$ cat config.mk
export PLATFORM = sky130hd
export DESIGN_NAME = tour_cmd_sequencer
export DESIGN_NICKNAME = d
export VERILOG_FILES = /design/src/rtl/tour_cmd_sequencer.sv
export SDC_FILE = /design/constraint.sdc
export NUM_CORES = 1
export LEC_CHECK = 0
export CAP_MARGIN = 20
export CORE_ASPECT_RATIO = 0.5
export CORE_MARGIN = 1.5
export CORE_UTILIZATION = 53
export DETAILED_ROUTE_END_ITERATION = 6
export PLACE_DENSITY = 0.87
export SETUP_SLACK_MARGIN = 0.2
export SYNTH_ARGS = -nofsm -noshare
export SYNTH_HDL_FRONTEND = slang
export SYNTH_SLANG_ARGS = --single-unit
$ cat constraint.sdc
create_clock -name clk -period 3.6 [get_ports clk]
set_clock_uncertainty 0.2 [all_clocks]
set_input_delay 0.9 -clock clk [delete_from_list [all_inputs] [get_ports clk]]
set_output_delay 0.9 -clock clk [all_outputs]
set_load 0.05 [all_outputs]
$ cat src/rtl/tour_cmd_sequencer.sv
// tour_cmd_sequencer: runs a programmed list of Knight commands through
// RemoteComm_e one at a time, checking each acknowledge byte.
module tour_cmd_sequencer #(
  parameter int unsigned DEPTH    = 8,
  parameter int unsigned TMO_CLKS = 1000000,
  parameter logic [7:0]  ACK_VAL  = 8'hA5,
  localparam int unsigned AW = $clog2(DEPTH),
  localparam int unsigned TW = $clog2(TMO_CLKS + 1)
) (
  input  logic          clk,
  input  logic          rst,
  input  logic          wr_en,
  input  logic [AW-1:0] wr_addr,
  input  logic [15:0]   wr_data,
  input  logic [AW:0]   num_cmds,
  input  logic          start,
  input  logic          abort,
  output logic [15:0]   cmd,
  output logic          send_cmd,
  input  logic          cmd_sent,
  input  logic          resp_rdy,
  input  logic [7:0]    resp,
  output logic          busy,
  output logic          done,
  output logic          err,
  output logic [1:0]    err_code,
  output logic [AW-1:0] cmd_idx
);

  typedef enum logic [2:0] {
    S_IDLE,
    S_ISSUE,
    S_WAIT_SENT,
    S_WAIT_RESP,
    S_NEXT,
    S_FAIL
  } state_e;

  localparam logic [1:0] E_NAK = 2'd1;
  localparam logic [1:0] E_TMO = 2'd2;
  localparam logic [1:0] E_UNX = 2'd3;

  state_e state_q, state_d;

  logic [15:0]   mem_q [DEPTH];
  logic [15:0]   mem_d [DEPTH];

  logic [15:0]   cmd_q, cmd_d;
  logic [AW-1:0] idx_q, idx_d;
  logic [AW:0]   cnt_q, cnt_d;
  logic [TW-1:0] tmr_q, tmr_d;
  logic          busy_q, busy_d;
  logic          done_q, done_d;
  logic          err_q, err_d;
  logic [1:0]    code_q, code_d;

  logic [1:0]    fail_code;
  logic          is_ack;
  logic          tmo_hit;
  logic          last;
  logic          in_idle;
  logic          start_go;
  logic          wr_go;
  logic          waiting;

  assign in_idle  = (state_q == S_IDLE);
  assign is_ack   = (resp == ACK_VAL);
  assign tmo_hit  = (tmr_q >= TW'(TMO_CLKS - 1));
  assign last     = ({1'b0, idx_q} == (cnt_q - (AW+1)'(1)));
  assign start_go = in_idle && start && !abort;
  assign wr_go    = in_idle && wr_en;
  assign waiting  = (state_q == S_WAIT_SENT) ||
                    (state_q == S_WAIT_RESP);

  // Slot memory write path; writes only land while idle.
  always_comb begin
    mem_d = mem_q;
    if (wr_go) begin
      mem_d[wr_addr] = wr_data;
    end
  end

  // Slot storage; contents survive reset.
  always_ff @(posedge clk) begin
    mem_q <= mem_d;
  end

  // FSM state register.
  always_ff @(posedge clk) begin
    if (rst) begin
      state_q <= S_IDLE;
    end else begin
      state_q <= state_d;
    end
  end

  // FSM next state; an event on the timeout cycle beats the timeout.
  always_comb begin
    state_d   = state_q;
    fail_code = 2'd0;
    unique case (state_q)
      S_IDLE: begin
        if (start_go && (num_cmds != '0)) begin
          state_d = S_ISSUE;
        end
      end
      S_ISSUE: begin
        state_d = S_WAIT_SENT;
      end
      S_WAIT_SENT: begin
        unique case (1'b1)
          (resp_rdy && cmd_sent && is_ack): begin
            state_d = S_NEXT;
          end
          (resp_rdy && cmd_sent && !is_ack): begin
            state_d   = S_FAIL;
            fail_code = E_NAK;
          end
          (resp_rdy && !cmd_sent): begin
            state_d   = S_FAIL;
            fail_code = E_UNX;
          end
          (!resp_rdy && cmd_sent): begin
            state_d = S_WAIT_RESP;
          end
          default: begin
            if (tmo_hit) begin
              state_d   = S_FAIL;
              fail_code = E_TMO;
            end
          end
        endcase
      end
      S_WAIT_RESP: begin
        unique case (1'b1)
          (resp_rdy && is_ack): begin
            state_d = S_NEXT;
          end
          (resp_rdy && !is_ack): begin
            state_d   = S_FAIL;
            fail_code = E_NAK;
          end
          default: begin
            if (tmo_hit) begin
              state_d   = S_FAIL;
              fail_code = E_TMO;
            end
          end
        endcase
      end
      S_NEXT: begin
        state_d = last ? S_IDLE : S_ISSUE;
      end
      S_FAIL: begin
        state_d = S_IDLE;
      end
      default: begin
        state_d = S_IDLE;
      end
    endcase
    if (abort && !in_idle) begin
      state_d   = S_IDLE;
      fail_code = 2'd0;
    end
  end

  // Datapath next values: count, index, timer, command word, status.
  always_comb begin
    cmd_d  = cmd_q;
    idx_d  = idx_q;
    cnt_d  = cnt_q;
    tmr_d  = tmr_q;
    err_d  = err_q;
    code_d = code_q;
    done_d = 1'b0;
    busy_d = (state_d != S_IDLE);
    if (start_go) begin
      cnt_d  = num_cmds;
      idx_d  = '0;
      err_d  = 1'b0;
      code_d = 2'd0;
      done_d = (num_cmds == '0);
    end
    if (state_q == S_ISSUE) begin
      tmr_d = '0;
    end
    if (waiting && (tmr_q != '1)) begin
      tmr_d = tmr_q + TW'(1);
    end
    if ((state_q == S_NEXT) && (state_d == S_ISSUE)) begin
      idx_d = idx_q + AW'(1);
    end
    if ((state_q == S_NEXT) && (state_d == S_IDLE) && !abort) begin
      done_d = 1'b1;
    end
    // mem_d carries a same-cycle write, so start sees fresh data
    if (state_d == S_ISSUE) begin
      cmd_d = mem_d[idx_d];
    end
    if ((state_d == S_IDLE) && !in_idle) begin
      cmd_d = '0;
    end
    if (state_d == S_FAIL) begin
      err_d  = 1'b1;
      code_d = fail_code;
    end
  end

  // Datapath registers.
  always_ff @(posedge clk) begin
    if (rst) begin
      cmd_q  <= '0;
      idx_q  <= '0;
      cnt_q  <= '0;
      tmr_q  <= '0;
      busy_q <= 1'b0;
      done_q <= 1'b0;
      err_q  <= 1'b0;
      code_q <= 2'd0;
    end else begin
      cmd_q  <= cmd_d;
      idx_q  <= idx_d;
      cnt_q  <= cnt_d;
      tmr_q  <= tmr_d;
      busy_q <= busy_d;
      done_q <= done_d;
      err_q  <= err_d;
      code_q <= code_d;
    end
  end

  // FSM outputs; send strobe lives exactly in the ISSUE cycle.
  always_comb begin
    send_cmd = (state_q == S_ISSUE);
    cmd      = cmd_q;
    busy     = busy_q;
    done     = done_q;
    err      = err_q;
    err_code = code_q;
    cmd_idx  = idx_q;
  end

endmodule

==> impl_metrics.sql <==
INSERT INTO impl_metrics (metric_group, metric, value, unit) VALUES
('die', 'placement_rows', '32', ''),
('synthesis', 'synth_nets', '885', ''),
('power', 'vdd_ir_drop_max', '0.380', 'mV'),
('global_route', 'vias_in_the_first_global_route', '6887', ''),
('worst_setup_path', 'critical_path_required', '2.50', 'ns'),
('clock_network', 'clk_latency', '0.43', 'ns'),
('run_status', 'run_status', 'finished, final reports clean', ''),
('synthesis', 'ys_top_cells_by_area', 'dfxtp_1 43%, mux2_2 23%, nor2_1 5.8%', ''),
('synthesis', 'yosys.area_share.adder', '0.00454', ''),
('die', 'die_area', '16400', 'sq um'),
('power', 'p_sw', '1500', 'uW'),
('routing', 'wire_per_inst', '19.2', 'um'),
('power', 'seqPwrFrac', '0.458', ''),
('sta', 'grt_setup_unrepaired', 'false', ''),
('place', 'buffer_ports.inserted', '62', ''),
('global_route', 'grt_overflow_total', '0', ''),
('clock_network', 'clock_path_buffers', '2', ''),
('synthesis', 'post_synth_instance_area', '8270', 'sq um'),
('global_route', 'largest_net_degree_at_the_start_of_global_routing', '33', ''),
('synthesis', 'muxShareOfSynthArea', '0.240', ''),
('power', 'comb_power_share', '0.180', ''),
('synthesis', 'synth-async-reset-ratio', '0', ''),
('power', 'clock_group_share_of_total_power', '0.361', ''),
('power', 'cellPowerDensity', '543', 'nW/um^2'),
('synthesis', 'dominant_combinational_cell_family_by_area_after_synthesis', 'multiplexers', ''),
('clock_network', 'cts_hold_repair.buffers', '0', ''),
('cells_and_area', 'drive_gt1_frac', '0.331', ''),
('die', 'fp.coreArea', '15300', 'sq um'),
('synthesis', 'synth_compound_gate_area_share', '0.106', ''),
('hold_path', 'hold_crit_path_type', 'reg2reg', ''),
('die', 'floorplan.die.width', '180', 'um'),
('synthesis', 'synth_enable_flop_cells', '0', ''),
('synthesis', 'post_synth_num_cell_types', '63', ''),
('sta', 'max_freq', '0.304', 'GHz'),
('synthesis', 'post_synth.cell_area_avg', '9.80', 'sq um'),
('clock_network', 'cts_num_sinks', '179', ''),
('routing', 'dr.first_iter.drc_count', '515', ''),
('cells_and_area', 'most-common-layout-cells', '179 x dfxtp_1, 172 x mux2_2, 123 x nor2_1, 59 x clkdlybuf4s50_1, 44 x buf_4', ''),
('routing', 'remaining_drc_errors', '0', ''),
('routing', 'via_count', '7045', ''),
('synthesis', 'synthSimpleGateAreaFrac', '0.170', ''),
('clock_network', 'register_clock_pin_slew_on_the_reported_worst_setup_and_hold_paths', '0.07', 'ns'),
('sta', 'slew-limit-headroom', '0.561', ''),
('sta', 'max_slew.worst_pin.slew', '0.653', 'ns'),
('die', 'floorplan.initialDensity', '0.539', ''),
('sta', 'timing.final.setup_violations', '0', ''),
('cells_and_area', 'final_nets', '973', ''),
('sta', 'report.final.hold_viol_count', '0', ''),
('die', 'die_height', '91.3', 'um'),
('synthesis', 'yosysTopAreaCell', 'dfxtp_1', ''),
('routing', 'routed_via_density', '6.13', ''),
('routing', 'totalWireLength', '22100', 'um'),
('global_route', 'grt_use_total', '0.272', ''),
('sta', 'slew_viol_final', '0', ''),
('synthesis', 'synth.yosys.seq_area_share', '0.433', ''),
('power', 'p_int', '4160', 'uW'),
('cells_and_area', 'area_delta_synth_final', '26.1', '%'),
('clock_network', 'htree_num_levels', '4', ''),
('worst_setup_path', 'critPathKind', 'reg2out', ''),
('cells_and_area', 'finished_core_util', '0.680', ''),
('routing', 'detail_route.first_pass.iterations', '7', ''),
('flow_run', 'drv_cap', '0', ''),
('place', 'place.gp.congestion', '0.850', ''),
('power', 'p_leak', '0.00400', 'uW'),
('synthesis', 'synth_seq_cells', '179', ''),
('synthesis', 'synth_top_flop_cell', 'dfxtp_1', ''),
('worst_setup_path', 'timing.critical_path.fanout_max', '11', ''),
('sta', 'layout_min_cycle_time', '3.29', 'ns'),
('synthesis', 'yosys.area_share.xor_xnor', '0.0133', ''),
('cells_and_area', 'layout.cells.most_common', 'dfxtp_1', ''),
('power', 'p_sw_frac', '0.265', '');
[final timing paths]
check	start	end	slack (ns)	cells past startpoint
setup / recovery	state_q[1]	send_cmd	0.31	3
hold / removal	err	err	0.26	2
setup reg to reg	state_q[2]	cmd[3]	0.35	9
hold reg to reg	err	err	0.26	2
[cell usage after synthesis (all sizes together) (3+ instances only)]
| master | instances |
|---|---|
| nor2 | 127 |
| nor4b | 3 |
| or3 | 4 |
| o21ai | 14 |
| nor3 | 59 |
| o2bb2ai | 14 |
| inv | 9 |
| ha | 3 |
| dfxtp | 179 |
| nand4 | 6 |
| mux2i | 3 |
| nand2 | 32 |
| and2 | 4 |
| clkbuf | 40 |
| a21oi | 23 |
| xor2 | 7 |
| xnor2 | 3 |
| nand3 | 10 |
| or2 | 4 |
| or2b | 5 |
| nand2b | 15 |
| o22ai | 15 |
| a211o | 14 |
| a211oi | 4 |
| and3 | 5 |
| o311ai | 6 |
| buf | 15 |
| o211ai | 7 |
| mux2 | 173 |
| or4b | 4 |
[state kept, by name (all words and copies together), names as in the netlist]
signal	cells
busy	1
cmd	16
cmd_idx	3
cnt_q	4
done	1
err	1
err_code	2
mem_q	128
state_q	3
tmr_q	20
[power by group through the flow]
stage          sequential [uW]  combinational, uW  clock, uW
3_3_place_gp              2590                929          0
6_report                  2590               1020       2050
4_1_cts                   2590               1010       2070
3_5_place_dp              2630                986          0
5_1_grt                   2640               1110       2140
2_1_floorplan             2610                684          0
[per-layer routing]
metal / part of all wire / GRT usage / up-vias
met3: 0.071 / 0.0550 / 62
met4: 0.030 / 0.125 / 0
met2: 0.48 / 0.455 / 317
li1: - / - / 3224
met5: 0 / 0 / -
met1: 0.42 / 0.342 / 3442
[critical path, stage by stage (launching register included)]
cell and delay, ns:
dfxtp_1 0.43, or3b_2 0.60, inv_1 0.17, dlygate4sd2_1 0.54
[metrics by stage]
step / worst slack, ns / power, uW / cell area [sq um] / setup TNS (ns) / instances
2_1_floorplan: 0.180 / 3300 / 8340 / 0 / 844
3_3_place_gp: -0.408 / 3520 / 9600 / -5.92 / 1112
3_5_place_dp: -0.517 / 3610 / 9600 / -6.62 / 1112
4_1_cts: 0.193 / 5670 / 10400 / 0 / 1147
5_1_grt: 0.181 / 5890 / 10400 / 0 / 1149
6_report: 0.312 / 5660 / 10400 / 0 / 1149
[final cells by class]
cell class	instances	area, sq um
Clock inverter	14	219
Inverter	9	33.8
Sequential cell	179	3580
Timing Repair Buffer	124	1280
Multi-Input combinational cell	601	4620
Fill cell	1064	4910
Tap cell	204	255
Clock buffer	18	429
[cells by family after synthesis]
| kind of cell | count (synthesis) |
|---|---|
| adder cells (fa/ha/maj) | 3 |
| multiplexers | 176 |
| buffers and inverters | 64 |
| AO/OA/AOI/OAI | 120 |
| XOR/XNOR | 11 |
| AND/OR/NAND/NOR | 291 |
| flip-flops | 179 |
[repair_timing]
item | 4_1_cts | 5_1_grt
setup buffers | 1 | 2
gates resized for setup | 17 | 14
setup endpoints to repair | 17 | 16
pin swaps | 2 | 5
cloned | 2 | 0
(Power assumes the default switching activity.)
==> variant: new RTL, config.mk and constraints unchanged <==
The parameter `TMO_CLKS` goes from 1000000 to 4000000.
--- a/src/rtl/tour_cmd_sequencer.sv
+++ b/src/rtl/tour_cmd_sequencer.sv
@@ -2,7 +2,7 @@
 // RemoteComm_e one at a time, checking each acknowledge byte.
 module tour_cmd_sequencer #(
   parameter int unsigned DEPTH    = 8,
-  parameter int unsigned TMO_CLKS = 1000000,
+  parameter int unsigned TMO_CLKS = 4000000,
   parameter logic [7:0]  ACK_VAL  = 8'hA5,
   localparam int unsigned AW = $clog2(DEPTH),
   localparam int unsigned TW = $clog2(TMO_CLKS + 1)
Behaviour: same outputs for any inputs over 4 cycles, from zero or initial values and one cycle with rst high; that may be too few to reach the edited logic, so the function may still have changed.
==> variant against the unedited design <==
Worst setup slack worse by 0.12 ns. Combinational power fell by 6%. Critical path type is now in2reg. Routed wire length down 3.3%. Register-to-register slack improved by 0.19 ns. Area after synthesis rose by 0.32%. Sequential cell count is 2 higher. Sequential power shrank 3%. Final area shrank 2.9%. Total power is 4.2% lower. Hold slack about the same.
==> variant: results <==
export IMPL_vias=6875
export IMPL_synth_cell_types=79
export IMPL_vdd_ir_drop_max_v=0.0003578
export IMPL_cpPeakStageDelay_ns=0.55
export IMPL_die_x_um=179.9
export IMPL_n_antenna_cell=0
export IMPL_synthTopCellsByArea="dfxtp_1, mux2_2, o211ai_1"
export IMPL_totalWireLength_um=21350
export IMPL_pre_cts_slack_ns=-0.1378
export IMPL_async_flop_share=0
export IMPL_synth_xor_area_frac=0.009202
export IMPL_crit_fanout=7
export IMPL_grt_overflow_total=0
export IMPL_synth_compound_area_frac=0.1765
export IMPL_synthFlopType="dfxtp_1"
export IMPL_gp_congestion=0.8944
export IMPL_insertion_delay_ns=0.44
export IMPL_yosysWarnings=0
export IMPL_dp_cells=1082
export IMPL_grt_max_degree=39
export IMPL_regMostFlops="mem_q"
export IMPL_grt_pass1_wl_um=34200
export IMPL_largest_reg_flops=128
export IMPL_nNetsFinal=940
export IMPL_yosysSeqAreaShare=0.4369
export IMPL_synth_cells=817
export IMPL_tightestPinTransition_ns=0.6713
export IMPL_critPathSlowestCell="or4b_4"
export IMPL_cts_root_buf="clkbuf_16"
export IMPL_first_pass_iters=5
export IMPL_drtIter0Drc=594
export IMPL_grt_antenna_before_repair=0
export IMPL_netlist_top_cells_count="dfxtp_1, mux2_2, o211ai_1"
export IMPL_synthMuxAreaShare=0.1792
export IMPL_synth_nets=858
export IMPL_synth_ff_latch_count=181
export IMPL_drive_above_1_share=0.2390
export IMPL_path_delay_family="simple AND/OR/NAND/NOR gates"
export IMPL_p_leak_nw=3.996
export IMPL_portBuffers=62
export IMPL_wl_per_cell_um=19.13
export IMPL_hold_class="reg2reg"
export IMPL_cts_htree_levels=4
export IMPL_gr_usage_all_layers=0.2607
export IMPL_place_hpwl_um=14060
export IMPL_synthAdderAreaFrac=0.004526
export IMPL_cts_buffers=17
export IMPL_grt_pass1_vias=6741
export IMPL_clk_path_buf_depth=2
export IMPL_status="finished clean"
export IMPL_arrival_ns=3.54
export IMPL_path_clk_slew_ns=0.08
variant: changes by cell type after synthesis, moves of 15 or more:
cell | unedited run | this run
inv_1 | 9 | 39
mux2_2 | 172 | 100
o211ai_1 | 7 | 60
o2111ai_1 | 1 | 18
mux2i_1 | 3 | 33
nor2_1 | 127 | 49
o21ai_0 | 12 | 27
nor3_1 | 57 | 9
variant: cells by family (layout without fill, tap and decap cells):
family,Yosys count,after routing
XOR/XNOR,7,7
adder cells (fa/ha/maj),3,3
multiplexers,135,135
flip-flops,181,181
buffers and inverters,96,191
AND/OR/NAND/NOR,196,196
AO/OA/AOI/OAI,199,199
variant: cell type report:
| type | instances | area [sq um] |
|---|---|---|
| fill | 1057 | 5215 |
| multi-input combinational | 540 | 4245 |
| sequential | 181 | 3623 |
| timing repair buffer | 120 | 1207 |
| clock buffer | 17 | 425.4 |
| tap | 204 | 255.2 |
| clock inverter | 15 | 216.5 |
| inverter | 39 | 146.4 |
variant: per-layer routing:
metal	routed length [um]	GRT usage
met5	0	0
met4	651	0.1083
met3	1456	0.06137
met2	9934	0.4295
met1	9302	0.3295
variant: repair_timing:
| action | CTS | global route |
|---|---|---|
| endpoints found under the setup margin | 0 | 12 |
| gates resized for setup | 0 | 3 |
| hold endpoints to repair | 0 | 0 |
| setup buffers | 0 | 2 |
| hold buffers | 0 | 0 |
variant: worst paths after layout:
kind | start | endpoint | slack (ns) | cells past startpoint
max | wr_en | cmd[1] | 0.19 | 8
min | err | err | 0.26 | 2
max reg2reg | tmr_q[0] | tmr_q[9] | 0.54 | 8
min reg2reg | err | err | 0.26 | 2
variant: report_power, final:
group | switching (mW) | internal [mW] | total, mW
combinational | 0.493 | 0.470 | 0.963
clock | 0.981 | 0.972 | 1.95
sequential | 0.110 | 2.40 | 2.51
total | 1.58 | 3.84 | 5.42
variant: worst reg2reg max path: cells and delay by family, from the launching register on:
kind	cells	cell delay, ns
AND/OR/NAND/NOR	5	1.41
AO/OA/AOI/OAI	2	0.67
flip-flops	1	0.40
adder cells (fa/ha/maj)	1	0.28
variant: stage by stage:
stage | instance area [sq um] | hold WS, ns
detailed placement | 9444 | 0.2490
CTS | 10090 | 0.2601
finish | 10120 | 0.2613
global route | 10120 | 0.2759
floorplan | 8294 | 0.2253
global placement | 9444 | 0.2346
